## src/rtl/spi_send_only_if.sv

```systemverilog
// Handshake and SPI pin bundle for spi_send_only.
// master = upstream requester side, slave = the serialiser itself.
interface spi_send_only_if #(
    parameter int WORD_W = 16
);
    logic                  start;
    logic [WORD_W-1:0]     p1_in;
    logic [WORD_W-1:0]     p2_in;
    logic                  sdi;
    logic                  busy;
    logic                  done;
    logic                  sck;
    logic                  sdo;
    logic                  load;
    logic [2*WORD_W-1:0]   rx_data;

    modport master (
        output start, p1_in, p2_in, sdi,
        input  busy, done, sck, sdo, load, rx_data
    );

    modport slave (
        input  start, p1_in, p2_in, sdi,
        output busy, done, sck, sdo, load, rx_data
    );
endinterface

```

## src/rtl/spi_send_only.sv

```systemverilog
// SPI initiator: sends {p1, p2} MSB first on sck/sdo, framed by load.
// Optional sdi readback into rx_data is enabled by SPI_SEND_READBACK_EN.
module spi_send_only #(
    parameter int WORD_W  = 16,
    parameter int CLK_DIV = 4
) (
    input  logic            clk,
    input  logic            areset,
    spi_send_only_if.slave  bus
);
    localparam int FW    = 2 * WORD_W;
    localparam int DIV_W = (CLK_DIV > 1) ? $clog2(CLK_DIV) : 1;
    localparam int BIT_W = $clog2(FW);
    localparam logic [DIV_W-1:0] DIV_LAST = DIV_W'(CLK_DIV - 1);
    localparam logic [BIT_W-1:0] BIT_LAST = BIT_W'(FW - 1);

    typedef enum logic [2:0] {IDLE, SETUP, SHIFT_HI, SHIFT_LO, HOLD} state_t;

    state_t            state_q, state_d;
    logic [DIV_W-1:0]  div_q, div_d;
    logic [BIT_W-1:0]  bit_q, bit_d;
    logic [FW-1:0]     shreg_q, shreg_d;
    logic              sck_q, sck_d;
    logic              sdo_q, sdo_d;
    logic              load_q, load_d;
    logic              busy_q, busy_d;
    logic              done_q, done_d;

    always_comb begin
        state_d = state_q;
        div_d   = div_q;
        bit_d   = bit_q;
        shreg_d = shreg_q;
        sck_d   = sck_q;
        sdo_d   = sdo_q;
        load_d  = load_q;
        busy_d  = busy_q;
        done_d  = 1'b0;
        case (state_q)
            IDLE: begin
                if (bus.start) begin
                    state_d = SETUP;
                    shreg_d = {bus.p1_in, bus.p2_in};
                    sdo_d   = bus.p1_in[WORD_W-1];
                    load_d  = 1'b1;
                    busy_d  = 1'b1;
                    div_d   = DIV_LAST;
                    bit_d   = '0;
                end
            end
            SETUP: begin
                if (div_q == '0) begin
                    state_d = SHIFT_HI;
                    sck_d   = 1'b1;
                    div_d   = DIV_LAST;
                end else begin
                    div_d = div_q - 1'b1;
                end
            end
            SHIFT_HI: begin
                if (div_q == '0) begin
                    state_d = SHIFT_LO;
                    sck_d   = 1'b0;
                    div_d   = DIV_LAST;
                    // The last bit stays on sdo through HOLD.
                    if (bit_q != BIT_LAST) begin
                        shreg_d = {shreg_q[FW-2:0], 1'b0};
                        sdo_d   = shreg_q[FW-2];
                    end
                end else begin
                    div_d = div_q - 1'b1;
                end
            end
            SHIFT_LO: begin
                if (div_q == '0) begin
                    div_d = DIV_LAST;
                    if (bit_q == BIT_LAST) begin
                        state_d = HOLD;
                    end else begin
                        state_d = SHIFT_HI;
                        sck_d   = 1'b1;
                        bit_d   = bit_q + 1'b1;
                    end
                end else begin
                    div_d = div_q - 1'b1;
                end
            end
            HOLD: begin
                if (div_q == '0) begin
                    state_d = IDLE;
                    load_d  = 1'b0;
                    busy_d  = 1'b0;
                    done_d  = 1'b1;
                    sdo_d   = 1'b0;
                end else begin
                    div_d = div_q - 1'b1;
                end
            end
            default: state_d = IDLE;
        endcase
    end

    always_ff @(posedge clk or negedge areset) begin
        if (!areset) begin
            state_q <= IDLE;
            div_q   <= '0;
            bit_q   <= '0;
            shreg_q <= '0;
            sck_q   <= 1'b0;
            sdo_q   <= 1'b0;
            load_q  <= 1'b0;
            busy_q  <= 1'b0;
            done_q  <= 1'b0;
        end else begin
            state_q <= state_d;
            div_q   <= div_d;
            bit_q   <= bit_d;
            shreg_q <= shreg_d;
            sck_q   <= sck_d;
            sdo_q   <= sdo_d;
            load_q  <= load_d;
            busy_q  <= busy_d;
            done_q  <= done_d;
        end
    end

    assign bus.sck  = sck_q;
    assign bus.sdo  = sdo_q;
    assign bus.load = load_q;
    assign bus.busy = busy_q;
    assign bus.done = done_q;

`ifdef SPI_SEND_READBACK_EN
    logic [FW-1:0] rx_sh_q, rx_sh_d;
    logic [FW-1:0] rx_data_q, rx_data_d;

    // sdi is taken on the edge that raises sck, i.e. when the receiver samples.
    always_comb begin
        rx_sh_d   = rx_sh_q;
        rx_data_d = rx_data_q;
        if (sck_d && !sck_q) rx_sh_d = {rx_sh_q[FW-2:0], bus.sdi};
        if (done_d)          rx_data_d = rx_sh_q;
    end

    always_ff @(posedge clk or negedge areset) begin
        if (!areset) begin
            rx_sh_q   <= '0;
            rx_data_q <= '0;
        end else begin
            rx_sh_q   <= rx_sh_d;
            rx_data_q <= rx_data_d;
        end
    end

    assign bus.rx_data = rx_data_q;
`else
    logic unused_sdi;
    assign unused_sdi  = bus.sdi;
    assign bus.rx_data = '0;
`endif
endmodule

```

## src/flat_wrapper.sv

```systemverilog
// flat-port wrapper written by rule: the top's interface ports become plain ports
module spi_send_only_flat 
#(
    parameter int WORD_W  = 16,
    parameter int CLK_DIV = 4
)
  (clk, areset, bus_start, bus_p1_in, bus_p2_in, bus_sdi, bus_busy, bus_done, bus_sck, bus_sdo, bus_load, bus_rx_data);
  spi_send_only_if #(.WORD_W(WORD_W)) bus_i ();
  input  logic clk;
  input  logic areset;
  input wire logic [$bits(bus_i.start)-1:0] bus_start;
  input wire logic [$bits(bus_i.p1_in)-1:0] bus_p1_in;
  input wire logic [$bits(bus_i.p2_in)-1:0] bus_p2_in;
  input wire logic [$bits(bus_i.sdi)-1:0] bus_sdi;
  output wire logic [$bits(bus_i.busy)-1:0] bus_busy;
  output wire logic [$bits(bus_i.done)-1:0] bus_done;
  output wire logic [$bits(bus_i.sck)-1:0] bus_sck;
  output wire logic [$bits(bus_i.sdo)-1:0] bus_sdo;
  output wire logic [$bits(bus_i.load)-1:0] bus_load;
  output wire logic [$bits(bus_i.rx_data)-1:0] bus_rx_data;
  assign bus_i.start = bus_start;
  assign bus_i.p1_in = bus_p1_in;
  assign bus_i.p2_in = bus_p2_in;
  assign bus_i.sdi = bus_sdi;
  assign bus_busy = bus_i.busy;
  assign bus_done = bus_i.done;
  assign bus_sck = bus_i.sck;
  assign bus_sdo = bus_i.sdo;
  assign bus_load = bus_i.load;
  assign bus_rx_data = bus_i.rx_data;
  spi_send_only #(.WORD_W(WORD_W), .CLK_DIV(CLK_DIV)) u_core (.clk(clk), .areset(areset), .bus(bus_i));
endmodule
```

## config.mk

```make
export PLATFORM = sky130hd
export DESIGN_NAME = spi_send_only_flat
export DESIGN_NICKNAME = d
export VERILOG_FILES = /design/src/rtl/spi_send_only_if.sv /design/src/rtl/spi_send_only.sv /design/src/flat_wrapper.sv
export SDC_FILE = /design/constraint.sdc
export NUM_CORES = 1
export LEC_CHECK = 0
export CAP_MARGIN = 0
export CORE_AREA = 2 2 78 80
export DETAILED_ROUTE_END_ITERATION = 16
export DIE_AREA = 0 0 80 82
export PLACE_DENSITY_LB_ADDON = 0.3
export SYNTH_ARGS = -nofsm -noshare
export SYNTH_HDL_FRONTEND = slang
export SYNTH_SLANG_ARGS = --single-unit
```

## constraint.sdc

```tcl
create_clock -name clk -period 3.55 [get_ports clk]
set_input_delay 0.5325 -clock clk [delete_from_list [all_inputs] [get_ports clk]]
set_output_delay 0.5325 -clock clk [all_outputs]
set_load 0.02 [all_outputs]
```

== Word-level counts from Yosys, hierarchy flattened ==
Cells that the tools add are included.
Word-level totals
  flip-flop bits (word level): 45
  word-level logic and storage cells: 72
Operators by class
  add/subtract/negate cells: 2
  eq/ne operators: 14
  muxes and demuxes: 32
  reductions and logical operators: 16
Operators with widths (count)
  31-bit 2-to-1 mux: 3
  31-bit one-hot mux with 2 select lines: 1
  3-bit 2-to-1 mux: 6
  5-bit 2-to-1 mux: 3
  3-bit one-hot mux with 5 select lines: 1
  5-bit AND reduction: 3
  1-bit 2-to-1 mux: 10
  2-bit by 1-bit inequality test with 1-bit output (second input constant): 5
  5-bit one-hot mux with 2 select lines: 1
  3-bit nonzero test: 3
  4-bit AND reduction: 2
  3-bit by 2-bit == test with 1-bit output (second input constant): 2
  2-bit 2-to-1 mux: 3
  2-bit inequality test (second input constant): 3
  1-bit one-hot mux with 3 select lines: 2
  2-bit one-hot mux with 3 select lines: 1
  3-bit AND reduction: 2
  2-bit nonzero test: 3
  5-bit by 1-bit adder with 5-bit output (second input constant): 1
  5-bit == test (second input constant): 1
  5-bit inequality test (second input constant): 1
  3-bit by 1-bit == test with 1-bit output (second input constant): 1
  3-bit == test (second input constant): 1
  3-bit zero test: 1
  other kinds (4): 4

== Depth between registers and ports, before layout ==
  depth in word-level cells: 4
  gate-level depth with buffers: 7
  depth with buffers taken out: 6

== Worst setup path before layout ==
No wires, ideal clock.
  kind: reg-to-reg
  start point: register u_core.bit_q[0]
  end point: register u_core.shreg_q[0]
  setup time: 0.128 ns
  arrival: 2.021 ns
  required time: 3.422 ns
  setup slack: 1.402 ns
  cell stages (with the launch flop): 8
  clock period less this slack: 2.148 ns
  path through: dfrtp_1 ha_1 and3_1 ha_1 nand3b_2 a211oi_4 buf_6 mux2_1
Between the ends
  cells in the longest elaborated chain, start to end: 3
RTL lines
  start, declared: line spi_send_only.sv:21  | logic [BIT_W-1:0] bit_q, bit_d;
  start signal, assigned: line spi_send_only.sv:117  | bit_q <= bit_d;
  5-bit inequality test: line spi_send_only.sv:66  | if (bit_q != BIT_LAST) begin
  2-bit by 1-bit inequality test with 1-bit output (no line)
  4-bit AND reduction (no line)
  end signal, assigned: line spi_send_only.sv:118  | shreg_q <= shreg_d;
  end, declared: line spi_send_only.sv:22  | logic [FW-1:0] shreg_q, shreg_d;
Every way passes these cells.
A chain may end at the register's enable or synchronous reset.

== Worst setup path after layout ==
  start point: register u_core.bit_q[0]
  end point: register u_core.shreg_q[16]
Same word-level chain as after synthesis.

==> flow_summary.json <==
{
  "final_common_cell": "mux2_2",
  "swShare_pct": 21.5,
  "grt_use_total_pct": 14.5,
  "cpMostUsedCell": "ha_1",
  "finClkSkew_ns": 0.00813,
  "cts.path.max_buffers": 2,
  "final_cell_area_um2": 3150,
  "fin_util_pct": 54.8,
  "p_int_uw": 865,
  "detail_route.iter0.violations": 89,
  "power_uw": 1100,
  "ant_nets": 0,
  "area_growth_pct": 14.8,
  "max-cap-violations": 0,
  "combPwrFrac_pct": 10.2,
  "finalSetupViolCount": 0,
  "critPathMaxStageDelay_ns": 0.41,
  "r2r-end": "u_core.shreg_q[16]",
  "hold_viol": 0,
  "critPathMaxFanout": 17,
  "die_x_um": 80,
  "avgSynthCellArea_um2": 12.0,
  "first_pass_iters": 4,
  "post_cts_buffers": 0,
  "critPathCaptureType": "flip-flop",
  "drc": 0,
  "num_vias": 1663,
  "root_buffer": "clkbuf_8",
  "grt_pass1_vias": 1632,
  "antenna_found_initial": 0,
  "rsz0062_at_grt": "no",
  "crit_chain": "ha_1, and3_1, ha_1, nand3b_2, a211oi_4, buf_4, mux2_2",
  "period_minus_slack_ns": 2.36,
  "viasPerCell": 4.91,
  "pin_count": 73,
  "dpl.hpwl_um": 2950,
  "timing.setup.tns_ns": 0,
  "synth_seq_cells": 45,
  "seq_power_share_pct": 48.5,
  "io_buffers": 39,
  "critical_path_buf_inv_count": 1,
  "max_slew_margin_pct": 32.8,
  "grt_max_degree": 46,
  "mostFrequentLayoutCells": "53 x mux2_2, 45 x dfrtp_1, 38 x clkdlybuf4s50_1",
  "grt_overflow": 0,
  "wl_per_cell_um": 13.0,
  "min_period_over_period_pct": 66.5,
  "wirelength_um": 4420,
  "cts.sinks": 45,
  "run_status": "completed",
  "cp.arrival_ns": 2.54,
  "r2r_setup_slack_ns": 1.19,
  "fillerInstances": 520,
  "ys_warn_count": 0,
  "timing.rr.start": "u_core.bit_q[0]",
  "cp_slowest_cell": "dfrtp_1",
  "start_kind": "flip-flop",
  "ys_seq_area_share_pct": 41.1,
  "row_count": 28,
  "required_ns": 3.73,
  "fin_nets": 303,
  "h-tree-depth": 2,
  "leakage_uw": 0.00132,
  "powerDensity_nw_per_um2": 350,
  "dpl_cell_area_um2": 3010,
  "drive_gt1_share_pct": 29.5,
  "core_um2": 5750,
  "ir_worst_vdd_mv": 0.203,
  "final-max-slew-violation-count": 0,
  "hold_buffers": 0,
  "gp_congestion": 0.736,
  "worst_pin_slew_ns": 1.01,
  "post_cts_resized": 0,
  "dieArea_um2": 6560,
  "ff2ff_path_depth": 7,
  "clkPwrFrac_pct": 41.4,
  "crit_type": "flip-flop to flip-flop",
  "cts_buffers": 5,
  "postSynthCellCount": 228,
  "p_switching_uw": 237,
  "clk_pin_slew_worst_paths_ns": 0.08,
  "grt_pass1_wl_um": 7380,
  "synth_cell_types": 42,
  "synth_area_um2": 2740,
  "fp.dieH_um": 82,
  "dp_slack_ns": 1.17,
  "timing.critical_path.max_delay_family": "adder cells",
  "fmax_mhz": 423,
  "initial_utilization_pct": 47.7,
  "cts_tree": "yes",
  "worst_slack_ns": 1.19,
  "hold_path.class": "input pin to asynchronous set/reset pin",
  "antenna_cells": 0,
  "clock_latency_ns": 0.30
}
==> state kept, by name (all words and copies together), names as in the netlist <==
name and count:
u_core.shreg_q 31, u_core.bit_q 5, u_core.state_q 3, u_core.div_q 2
u_core.bus.done 1, u_core.bus.load 1, u_core.bus.sck 1, u_core.bus.sdo 1
==> power by group through the flow <==
stage / Sequential [uW] / Clock (uW) / Combinational, uW
floorplan: 543 / 0 / 87.2
global placement: 544 / 0 / 112
detailed placement: 544 / 0 / 113
CTS: 534 / 472 / 114
global route: 536 / 496 / 123
finish: 534 / 456 / 112
==> per-layer routing <==
metal / track usage [%] / vias to the layer above / wire (um)
met1: 18.3 / 811 / 2070
met5: 0 / - / 0
met3: 3.96 / 4 / 220
met2: 24.4 / 41 / 2090
li1: - / 807 / -
met4: 4.07 / 0 / 46
==> how the worst max path moves through the flow <==
| stage | startpoint | to | slack, ns | cells after the start |
|---|---|---|---|---|
| after floorplan | u_core.bit_q[0] | u_core.shreg_q[0] | 1.40 | 7 |
| final | u_core.bit_q[0] | u_core.shreg_q[16] | 1.19 | 7 |
| after detailed placement | u_core.bit_q[0] | u_core.shreg_q[11] | 1.17 | 7 |
| after global placement | u_core.bit_q[0] | u_core.shreg_q[9] | 1.22 | 7 |
| after CTS | u_core.bit_q[0] | u_core.shreg_q[16] | 1.16 | 7 |
| after global routing | u_core.bit_q[0] | u_core.shreg_q[13] | 1.07 | 7 |
==> layout make-up <==
cell class | instances | area [um^2] | share of cell area, %
multi-input cells | 163 | 1360 | 43.3
flip-flops and latches | 45 | 1130 | 35.8
repair buffers | 42 | 408 | 13.0
well taps | 75 | 93.8 | 2.98
clock buffers | 5 | 68.8 | 2.19
clock inverters | 3 | 65.1 | 2.07
inverters | 6 | 22.5 | 0.715
==> cell usage after synthesis (all sizes together) <==
master	instances	area, um^2
ha	4	50.1
mux2	65	766
mux2i	1	10.0
nor2	6	22.5
buf	44	343
inv	6	22.5
nand3	1	5.00
a211oi	1	20.0
a31oi	3	18.8
o22ai	1	6.26
a211o	1	8.76
nand2	8	30.0
o221ai	2	17.5
or3b	1	8.76
dfrtp	45	1130
or3	1	6.26
nor2b	1	6.26
a21o	1	7.51
conb	1	3.75
nand2b	3	18.8
nor4bb	2	20.0
o21a	1	7.51
o211ai	3	22.5
and4b	2	20.0
o21ai	5	25.0
nor3b	3	33.8
nand3b	4	33.8
nor3	1	5.00
o2bb2ai	1	8.76
a21oi	2	10.0
clkbuf	1	3.75
nand4bb	1	11.3
xnor2	1	8.76
or4b	1	10.0
and3	4	25.0
==> kinds of logic after synthesis <==
| group | after synthesis | synth area share [%] |
|---|---|---|
| AO/OA/AOI/OAI | 21 | 5.57 |
| XOR/XNOR | 1 | 0.319 |
| adder cells (fa/ha/maj) | 4 | 1.82 |
| buffers and inverters | 51 | 13.5 |
| flip-flops | 45 | 41.1 |
| multiplexers | 66 | 28.3 |
| other | 1 | 0.137 |
| AND/OR/NAND/NOR | 39 | 9.35 |
==> metrics by stage <==
stage | instances | hold WS, ns
2_1_floorplan | 259 | 0.237
3_3_place_gp | 331 | 0.466
3_5_place_dp | 331 | 0.480
4_1_cts | 339 | 0.450
5_1_grt | 339 | 0.490
6_report | 339 | 0.404
(Power assumes the default switching activity.)
